File: src/rtl/reset_sequencer.sv
// Reset sequencer: holds peripherals and core in reset, then releases them in order,
// restarting on watchdog or software requests and tracking request statistics.
module reset_sequencer #(
   parameter int unsigned ASSERT_CYCLES = 16,
   parameter int unsigned PERIPH_DELAY  = 8
) (
   input  logic       clk,
   input  logic       rstn,
   input  logic       I_WDT_RESET,
   input  logic       I_SW_RESET,
   input  logic       I_CLR_STATUS,
   output logic       O_PERIPH_RSTN,
   output logic       O_CORE_RSTN,
   output logic       O_RESET_DONE,
   output logic       O_BUSY,
   output logic [7:0] O_RESET_COUNT,
   output logic [1:0] O_LAST_CAUSE
);

   typedef enum logic [1:0] {StAssert, StPeriphRel, StCoreRel, StIdle} state_e;

   localparam logic [15:0] AssertLast = 16'(ASSERT_CYCLES - 1);
   localparam logic [15:0] PeriphLast = 16'(PERIPH_DELAY - 1);

   state_e      state_q, state_d;
   logic [15:0] cnt_q, cnt_d;
   logic        periph_rstn_q, periph_rstn_d;
   logic        core_rstn_q, core_rstn_d;
   logic        done_q, done_d;
   logic        busy_q, busy_d;
   logic [7:0]  count_q, count_d;
   logic [1:0]  cause_q, cause_d;
   logic        req;
   logic        req_event;

   assign req       = I_WDT_RESET | I_SW_RESET;
   // Requests seen while already asserting only stretch the assert phase.
   assign req_event = req && (state_q != StAssert);

   always_comb begin
      state_d = state_q;
      cnt_d   = cnt_q;
      unique case (state_q)
         StAssert: begin
            if (cnt_q == AssertLast && !req) begin
               state_d = StPeriphRel;
               cnt_d   = '0;
            end else if (cnt_q != AssertLast) begin
               cnt_d = cnt_q + 16'd1;
            end
         end
         StPeriphRel: begin
            if (req) begin
               state_d = StAssert;
               cnt_d   = '0;
            end else if (cnt_q == PeriphLast) begin
               state_d = StCoreRel;
               cnt_d   = '0;
            end else begin
               cnt_d = cnt_q + 16'd1;
            end
         end
         StCoreRel: begin
            state_d = req ? StAssert : StIdle;
            cnt_d   = '0;
         end
         StIdle: begin
            if (req) state_d = StAssert;
            cnt_d = '0;
         end
         default: begin
            state_d = StAssert;
            cnt_d   = '0;
         end
      endcase
   end

   // Outputs are decoded from the next state so they change on the entering edge.
   always_comb begin
      periph_rstn_d = (state_d != StAssert);
      core_rstn_d   = (state_d == StCoreRel) || (state_d == StIdle);
      done_d        = (state_d == StCoreRel);
      busy_d        = (state_d != StIdle);
      count_d       = count_q;
      cause_d       = cause_q;
      if (I_CLR_STATUS) begin
         count_d = req_event ? 8'd1 : 8'd0;
      end else if (req_event && count_q != 8'hFF) begin
         count_d = count_q + 8'd1;
      end
      if (req_event) cause_d = {I_SW_RESET, I_WDT_RESET};
   end

   always_ff @(posedge clk or negedge rstn) begin
      if (!rstn) begin
         state_q       <= StAssert;
         cnt_q         <= '0;
         periph_rstn_q <= 1'b0;
         core_rstn_q   <= 1'b0;
         done_q        <= 1'b0;
         busy_q        <= 1'b1;
         count_q       <= '0;
         cause_q       <= '0;
      end else begin
         state_q       <= state_d;
         cnt_q         <= cnt_d;
         periph_rstn_q <= periph_rstn_d;
         core_rstn_q   <= core_rstn_d;
         done_q        <= done_d;
         busy_q        <= busy_d;
         count_q       <= count_d;
         cause_q       <= cause_d;
      end
   end

   assign O_PERIPH_RSTN = periph_rstn_q;
   assign O_CORE_RSTN   = core_rstn_q;
   assign O_RESET_DONE  = done_q;
   assign O_BUSY        = busy_q;
   assign O_RESET_COUNT = count_q;
   assign O_LAST_CAUSE  = cause_q;

endmodule
File: config.mk
export PLATFORM = sky130hd
export DESIGN_NAME = reset_sequencer
export DESIGN_NICKNAME = d
export VERILOG_FILES = /design/src/rtl/reset_sequencer.sv
export SDC_FILE = /design/constraint.sdc
export NUM_CORES = 1
export LEC_CHECK = 0
export CAP_MARGIN = 30
export CORE_ASPECT_RATIO = 0.8
export CORE_MARGIN = 8
export CORE_UTILIZATION = 40
export CTS_CLUSTER_SIZE = 16
export DETAILED_ROUTE_END_ITERATION = 12
export GPL_TIMING_DRIVEN = 0
export MAX_ROUTING_LAYER = met4
export PLACE_DENSITY = 0.6
export SYNTH_ARGS = -nofsm -noshare
export SYNTH_HDL_FRONTEND = slang
export SYNTH_SLANG_ARGS = --single-unit
File: constraint.sdc
create_clock -name clk -period 2.58 [get_ports clk]
set_clock_uncertainty 0.1 [all_clocks]
set_input_delay 0.258 -clock clk [delete_from_list [all_inputs] [get_ports clk]]
set_output_delay 0.258 -clock clk [all_outputs]
set_load 0.01 [all_outputs]
==> results of run 1 <==
worst max-delay path: stages, from the launching register on:
cell,delay (ns)
sky130_fd_sc_hd__dfrtp_1,0.38
sky130_fd_sc_hd__ha_1,0.20
sky130_fd_sc_hd__and2_1,0.24
sky130_fd_sc_hd__nor2b_1,0.28
sky130_fd_sc_hd__a21oi_2,0.13
sky130_fd_sc_hd__nor2_4,0.14
sky130_fd_sc_hd__buf_6,0.16
sky130_fd_sc_hd__nor2_1,0.06
power by group:
part           total (W)  switching [W]  leakage [nW]  internal [W]
Sequential      0.000696       0.000112         0.393      0.000583
Clock           0.000490       0.000178        0.0612      0.000312
Combinational   0.000211       0.000104         0.346      0.000107
worst paths after layout:
check,from,endpoint,slack (ns),cells past startpoint
max in group asynchronous,rstn,cnt_q[5]$_DFFE_PN0P_,1.49,2
min in group asynchronous,rstn,cnt_q[2]$_DFFE_PN0P_,0.34,1
min,I_CLR_STATUS,O_RESET_COUNT[5]$_DFFE_PN0P_,0.24,2
max,cnt_q[0]$_DFFE_PN0P_,cnt_q[7]$_DFFE_PN0P_,0.78,7
min reg2reg,O_LAST_CAUSE[1]$_DFFE_PN0P_,O_LAST_CAUSE[1]$_DFFE_PN0P_,0.39,2
max reg2reg,cnt_q[0]$_DFFE_PN0P_,cnt_q[7]$_DFFE_PN0P_,0.78,7
sequential cells by signal, indices dropped and copies added, names as in the netlist:
register / count
O_BUSY: 1
O_CORE_RSTN: 1
O_PERIPH_RSTN: 1
O_RESET_DONE: 1
cnt_q: 16
O_LAST_CAUSE: 2
state_q: 1
O_RESET_COUNT: 8
through the flow:
step / utilization (%) / setup slack, ns / power, W
after CTS: 50.9 / 0.751 / 0.00141
after global routing: 50.9 / 0.623 / 0.00149
final: 50.9 / 0.776 / 0.00140
after global placement: 47.0 / 0.592 / 0.000895
after detailed placement: 47.7 / 0.558 / 0.000915
after floorplan: - / 0.988 / 0.000831
cell usage in the layout (no fill, tap or decap), drive strengths merged, types with 2 or more instances in the layout:
cell type / count
a21oi: 5
a31oi: 2
and3: 6
buf: 5
clkbuf: 7
clkdlybuf4s50: 17
dfrtp: 30
ha: 2
inv: 2
mux2i: 3
nand2: 18
nand3: 8
nand3b: 3
nand4: 3
nor2: 27
nor3: 8
nor4: 3
o21ai: 2
xnor2: 7
xor2: 8
cells by family (layout without fill, tap and decap cells):
kind of cell	count (synthesis)	in the layout	synth area share (%)
AOI/OAI and AO/OA	16	16	8.94
xor gates and xnor gates	15	15	8.61
adders and majority gates	2	2	1.64
buffers and inverters	7	33	2.79
DFF	31	31	50.9
muxes	3	3	1.97
and+or+nand+nor	80	80	25.2
cell type report:
| type | count | area, µm² |
|---|---|---|
| buffer | 5 | 35.0 |
| clock buffer | 6 | 82.6 |
| clock inverter | 2 | 35.0 |
| fill | 334 | 1830 |
| inverter | 2 | 7.51 |
| multi-input combinational | 116 | 707 |
| sequential | 31 | 777 |
| tap | 44 | 55.1 |
| timing repair buffer | 18 | 198 |
routing by layer:
layer	share of wire, %	wire, µm	GRT usage [%]	vias to the layer above
met4	0.99	29	4.13	0
met1	50	1460	13.4	563
met2	46	1350	16.2	21
li1	-	-	-	586
met3	3.5	103	3.43	4
met5	0	0	-	-
==> results.rst, run 1 <==
.. list-table::
   :header-rows: 1

   * - Metric
     - Value
   * - Number of resized instances in the post-cts repair step
     - 0
   * - Crit path required time
     - between 2 and 3 ns
   * - GRT Resource Usage Total
     - a little over a tenth
   * - Maximum number of pins on one net before global-route repair
     - 17
   * - Final hold viol count
     - 0
   * - Final setup viols
     - 0
   * - Final Non-Filler Cells
     - between 200 and 250
   * - Max VDD drop
     - 0.312 mV
   * - Die outline area
     - approximately 0.006 mm²
   * - Initial Utilization
     - between 40% and 50%
   * - Number of post-CTS setup repair buffers
     - 0
   * - Vias in the first global route
     - 1122
   * - Routed WL per cell
     - around 13 µm
   * - Synthesized instance count
     - between 150 and 200
   * - Most frequent cells after synthesis
     - 30 x sky130_fd_sc_hd__dfrtp_1, 25 x sky130_fd_sc_hd__nor2_1, 18 x sky130_fd_sc_hd__nand2_1
   * - Worst-Margin Slew
     - 0.798 ns
   * - Clock Path Buffers
     - 2
   * - Maximum net fanout on the critical path
     - 10
   * - Row count
     - 20
   * - Critical Setup Path Class
     - flop to flop
   * - H-tree lvl count
     - 2
   * - Layout overhead on the synthesized area
     - 24.3%
   * - Total global routing overflow
     - 0
   * - FMAX
     - 554 MHz
   * - Number of buffers added to fix hold violations after cts
     - 0
   * - Leakage power
     - about 0.80 nW
   * - Post-Synthesis Cell Area
     - approximately 0.0015 mm²
   * - Fin. max-slew vios
     - 0
   * - # IOs
     - 19
   * - Sum of net half-perimeters after detailed placement
     - ~2200 µm
   * - Total via count in the routed design
     - about 1200
   * - Number of antenna violations at the first check in global routing
     - 0
   * - Standard cell core area
     - between 0.003 and 0.004 mm²
   * - DRC violation count after routing
     - 0
   * - Critical path arrival
     - approximately 1.9 ns
   * - Wire length of the first global-routing pass
     - 5130 µm
   * - Area leader, netlist
     - sky130_fd_sc_hd__dfrtp_1
   * - Outcome
     - finished clean
   * - Remaining antenna violation count after routing
     - 0
   * - Iteration-0 DRC count of the detailed router
     - 63
   * - Async S/R FF share, synth
     - 100%
   * - Clock tree root buffer cell
     - sky130_fd_sc_hd__clkbuf_8
   * - Final WL
     - just under 3000 µm
   * - Routability-driven placement congestion ratio
     - roughly 0.77
   * - Sequential-to-total area share from yosys stat
     - 50.9%
   * - Number of distinct library cell variants in the gate-level netlist after synthesis
     - 37
   * - Share of the clock period used by the worst path after layout
     - 69.9%
   * - Flip-flop and latch count after synthesis
     - 31
   * - Setup_tns
     - 0 ns
   * - RSZ-0062 raised after global routing
     - false
   * - Placed cell count
     - about 220
   * - Clock transition at the registers of the reported paths
     - ~0.060 ns
   * - Pwr Density
     - 736 mW/mm²
   * - Number of clock sinks
     - 31
   * - Area contributors post-synth
     - sky130_fd_sc_hd__dfrtp_1 49%, sky130_fd_sc_hd__nor2_1 6.1%, sky130_fd_sc_hd__xor2_1 4.6%
   * - Per-cell via count in the routed design
     - approximately 5.2
   * - Die Wd
     - roughly 85 µm
   * - Post-Syn Area per Cell
     - 9.91 µm²
   * - CTS tree
     - built
   * - Max-cap violation count
     - 0
   * - Max-slew headroom at the worst pin
     - a little under half
   * - Portion of synthesized cell area occupied by the leading cell type
     - approximately 50%
   * - Kind of capture point of the worst setup path
     - flop
   * - Count of flip-flops with a built-in enable after synthesis
     - 0
   * - Fraction of final layout cells sized beyond drive strength 1
     - between 10 and 15%
   * - Synthesized net count
     - between 150 and 200
   * - Total placed instance area
     - around 0.0018 mm²
   * - Die height
     - between 70 and 80 µm
   * - Worst min path class
     - primary input to flop
   * - Ys Warns
     - 0
   * - Iteration count of the initial detailed-routing pass
     - 4
   * - Worst hold slack across all endpoints
     - ~0.24 ns
   * - Category of the worst setup path launch point
     - flop
   * - Clock latency at the later pin of the worst-skew pair
     - 0.28 ns
   * - Clock buffers created by TritonCTS
     - 5
   * - Number of nets in the layout
     - 186
   * - Minimum clock period after layout
     - approximately 1.8 ns
   * - Number of buffers inserted by port buffering
     - 17
   * - Antenna Cells
     - 0
   * - Library cell with the highest instance count after synthesis
     - sky130_fd_sc_hd__dfrtp_1
   * - Synth Flop Type
     - sky130_fd_sc_hd__dfrtp_1
   * - Layout Cell Area excl Fill
     - between 0.0015 and 0.002 mm²
No activity file was read; power rests on OpenSTA's default activity.
==> run 2, diff against run 1 <==
--- a/config.mk
+++ b/config.mk
@@ -13,7 +13,7 @@
 export DETAILED_ROUTE_END_ITERATION = 12
 export GPL_TIMING_DRIVEN = 0
 export MAX_ROUTING_LAYER = met4
-export PLACE_DENSITY = 0.6
+export PLACE_DENSITY = 0.62
 export SYNTH_ARGS = -nofsm -noshare
 export SYNTH_HDL_FRONTEND = slang
 export SYNTH_SLANG_ARGS = --single-unit
==> constraint.sdc (replaced) <==
create_clock -name clk -period 1.5 [get_ports clk]
set_clock_uncertainty 0.1 [all_clocks]
set_input_delay 0.15 -clock clk [delete_from_list [all_inputs] [get_ports clk]]
set_output_delay 0.15 -clock clk [all_outputs]
set_load 0.01 [all_outputs]
==> results.rst, run 2 (same netlist as run 1, synthesis figures left out) <==
.. list-table::
   :header-rows: 1

   * - Metric
     - Value
   * - H-tree lvl count
     - 2
   * - Die height
     - a little over 70 µm
   * - Overall power of the completed layout
     - between 0.002 and 0.003 W
   * - FMAX
     - about 580 MHz
   * - CP max stage cell
     - sky130_fd_sc_hd__dfrtp_1
   * - Die Wd
     - 85.1 µm
   * - Total global routing overflow
     - 0
   * - Worst-Margin Slew
     - roughly 0.82 ns
   * - Sum of net half-perimeters after detailed placement
     - 2340 µm
   * - Routed WL per cell
     - between 10 and 15 µm
   * - Die outline area
     - approximately 0.0061 mm²
   * - Category of the worst setup path launch point
     - flop
   * - Post-layout utilization of the core
     - approximately 57%
   * - Number of buffers and inverters on the critical path
     - 2
   * - Critical path, cell by cell
     - nor4_2 -> and3_1 -> buf_6 -> a31oi_4 -> nor2_4 -> buf_6 -> nor2_1
   * - Number of nets in the layout
     - just over 200
   * - Max-slew headroom at the worst pin
     - ~45%
   * - Final Non-Filler Cells
     - 240
   * - Most frequent CP cell
     - sky130_fd_sc_hd__buf_6
   * - CTS tree
     - built
   * - Fraction of final layout cells sized beyond drive strength 1
     - between 30 and 40%
   * - GRT Resource Usage Total
     - between 10 and 15%
   * - Vias in the first global route
     - ~1300
   * - Critical Setup Path Class
     - flop to flop
   * - Clock buffers created by TritonCTS
     - 5
   * - Total via count in the routed design
     - 1286
   * - Setup_tns
     - -3.22 ns
   * - Leakage power
     - between 0.9 and 1 nW
   * - Number of antenna violations at the first check in global routing
     - 0
   * - Worst min path class
     - primary input to flop
   * - Pwr Density
     - roughly 1200 mW/mm²
   * - Antenna Cells
     - 0
   * - Placed cell count
     - about 220
   * - Clock tree root buffer cell
     - sky130_fd_sc_hd__clkbuf_8
   * - Failing checks
     - setup timing
   * - Number of buffers added to fix hold violations after cts
     - 0
   * - Iteration-0 DRC count of the detailed router
     - 81
   * - Critical path arrival
     - approximately 1.8 ns
   * - Smallest setup slack after layout
     - -0.212 ns
   * - Most frequent cells in the layout
     - 26 x sky130_fd_sc_hd__dfrtp_1, 21 x sky130_fd_sc_hd__nor2_1, 17 x sky130_fd_sc_hd__nand2_1
   * - Final setup viols
     - 19
   * - Layout overhead on the synthesized area
     - 38.5%
   * - Maximum net fanout on the critical path
     - 6
   * - Final WL
     - approximately 3500 µm
   * - Register bank with the most flops
     - cnt_q
   * - Initial Utilization
     - about two fifths
   * - Layout fillers
     - ~310
   * - Remaining antenna violation count after routing
     - 0
   * - Clock Path Buffers
     - 2
   * - Number of clock sinks
     - 31
   * - Largest stage delay on the critical path
     - about 0.40 ns
   * - Final hold viol count
     - 0
   * - Wire length of the first global-routing pass
     - about 5800 µm
   * - Per-cell via count in the routed design
     - 5.36
   * - Cell class contributing the biggest share of worst-path delay
     - simple AND/OR/NAND/NOR gates
   * - Max-cap violation count
     - 0
   * - Fin. max-slew vios
     - 0
   * - Largest register FFs
     - 16
   * - Kind of capture point of the worst setup path
     - flop
   * - Standard cell core area
     - 0.00373 mm²
   * - DRC violation count after routing
     - 0
   * - Share of the clock period used by the worst path after layout
     - 114%
   * - Commonest non-fill, non-tap cell in the layout
     - sky130_fd_sc_hd__dfrtp_1
   * - Minimum clock period after layout
     - ~1.7 ns
   * - Row count
     - 20
   * - Routability-driven placement congestion ratio
     - around 0.84
   * - Iteration count of the initial detailed-routing pass
     - 4
   * - Clock transition at the registers of the reported paths
     - roughly 0.070 ns
   * - Maximum number of pins on one net before global-route repair
     - 19
   * - Max VDD drop
     - around 0.43 mV
   * - Clock latency at the later pin of the worst-skew pair
     - around 0.28 ns
   * - # IOs
     - 19
   * - Crit path required time
     - 1.57 ns
   * - RSZ-0062 raised after global routing
     - true
   * - Outcome
     - complete, but fails checks
   * - Number of buffers inserted by port buffering
     - 17
-- run 2: cell count changes in the layout (fill, tap and decap cells not counted), sizes merged --
| cell | previous run | this run |
|---|---|---|
| clkdlybuf4s50 | 17 | 6 |
| buf | 5 | 22 |
| dlygate4sd2 | 0 | 7 |
| dlymetal6s2s | 0 | 4 |
| clkbuf | 7 | 6 |
-- run 2: area by class of cell --
class	count	area [µm²]	area share [%]
clock buffers	6	82.6	3.91
clock inverters	2	35.0	1.66
repair buffers	34	314	14.9
well taps	44	55.1	2.60
multi-input cells	116	802	37.9
plain buffers	5	36.3	1.72
inverters	2	7.51	0.355
flip-flops and latches	31	782	37.0
-- run 2: metrics by stage --
step           hold WS, ns  cell area (µm²)  setup WS [ns]
4_1_cts              0.121             2010         -0.219
5_1_grt              0.176             2110         -0.276
3_5_place_dp         0.368             1780         -0.459
2_1_floorplan       -0.246             1540        -0.0444
3_3_place_gp         0.359             1760         -0.476
6_report             0.129             2110         -0.212
-- run 2: layer usage --
metal	share of wire [%]	vias to the layer above	wire length [µm]	global-route usage, %
met2	50	31	1760	19.4
met3	5.1	4	182	4.57
met4	1.2	0	42	4.13
met1	44	634	1560	14.0
met5	0	-	0	-
li1	-	617	-	-
-- run 2: path summary, 6_finish.rpt --
path | cells past startpoint | slack (ns) | to | start
setup / recovery | 7 | -0.21 | cnt_q[10]$_DFFE_PN0P_ | cnt_q[11]$_DFFE_PN0P_
hold / removal | 2 | 0.13 | O_RESET_COUNT[7]$_DFFE_PN0P_ | I_CLR_STATUS
setup reg to reg | 7 | -0.21 | cnt_q[10]$_DFFE_PN0P_ | cnt_q[11]$_DFFE_PN0P_
hold reg to reg | 2 | 0.38 | O_LAST_CAUSE[1]$_DFFE_PN0P_ | O_LAST_CAUSE[1]$_DFFE_PN0P_
max in group asynchronous | 2 | 0.39 | O_BUSY$_DFF_PN1_ | rstn
min in group asynchronous | 1 | 0.24 | cnt_q[6]$_DFFE_PN0P_ | rstn
-- run 2: power breakdown --
group	switching [W]	internal [W]	leakage [nW]	total [W]
Sequential	0.000191	0.00101	0.387	0.00120
Clock	0.000313	0.000537	0.0612	0.000850
Combinational	0.000246	0.000262	0.523	0.000508
Total	0.000751	0.00181	0.971	0.00256
-- run 2: what timing repair did --
item,CTS,global route
cloned,1,0
resized for setup,18,20
setup endpoints to repair,29,31
buffers inserted,10,5
pin swaps,13,13
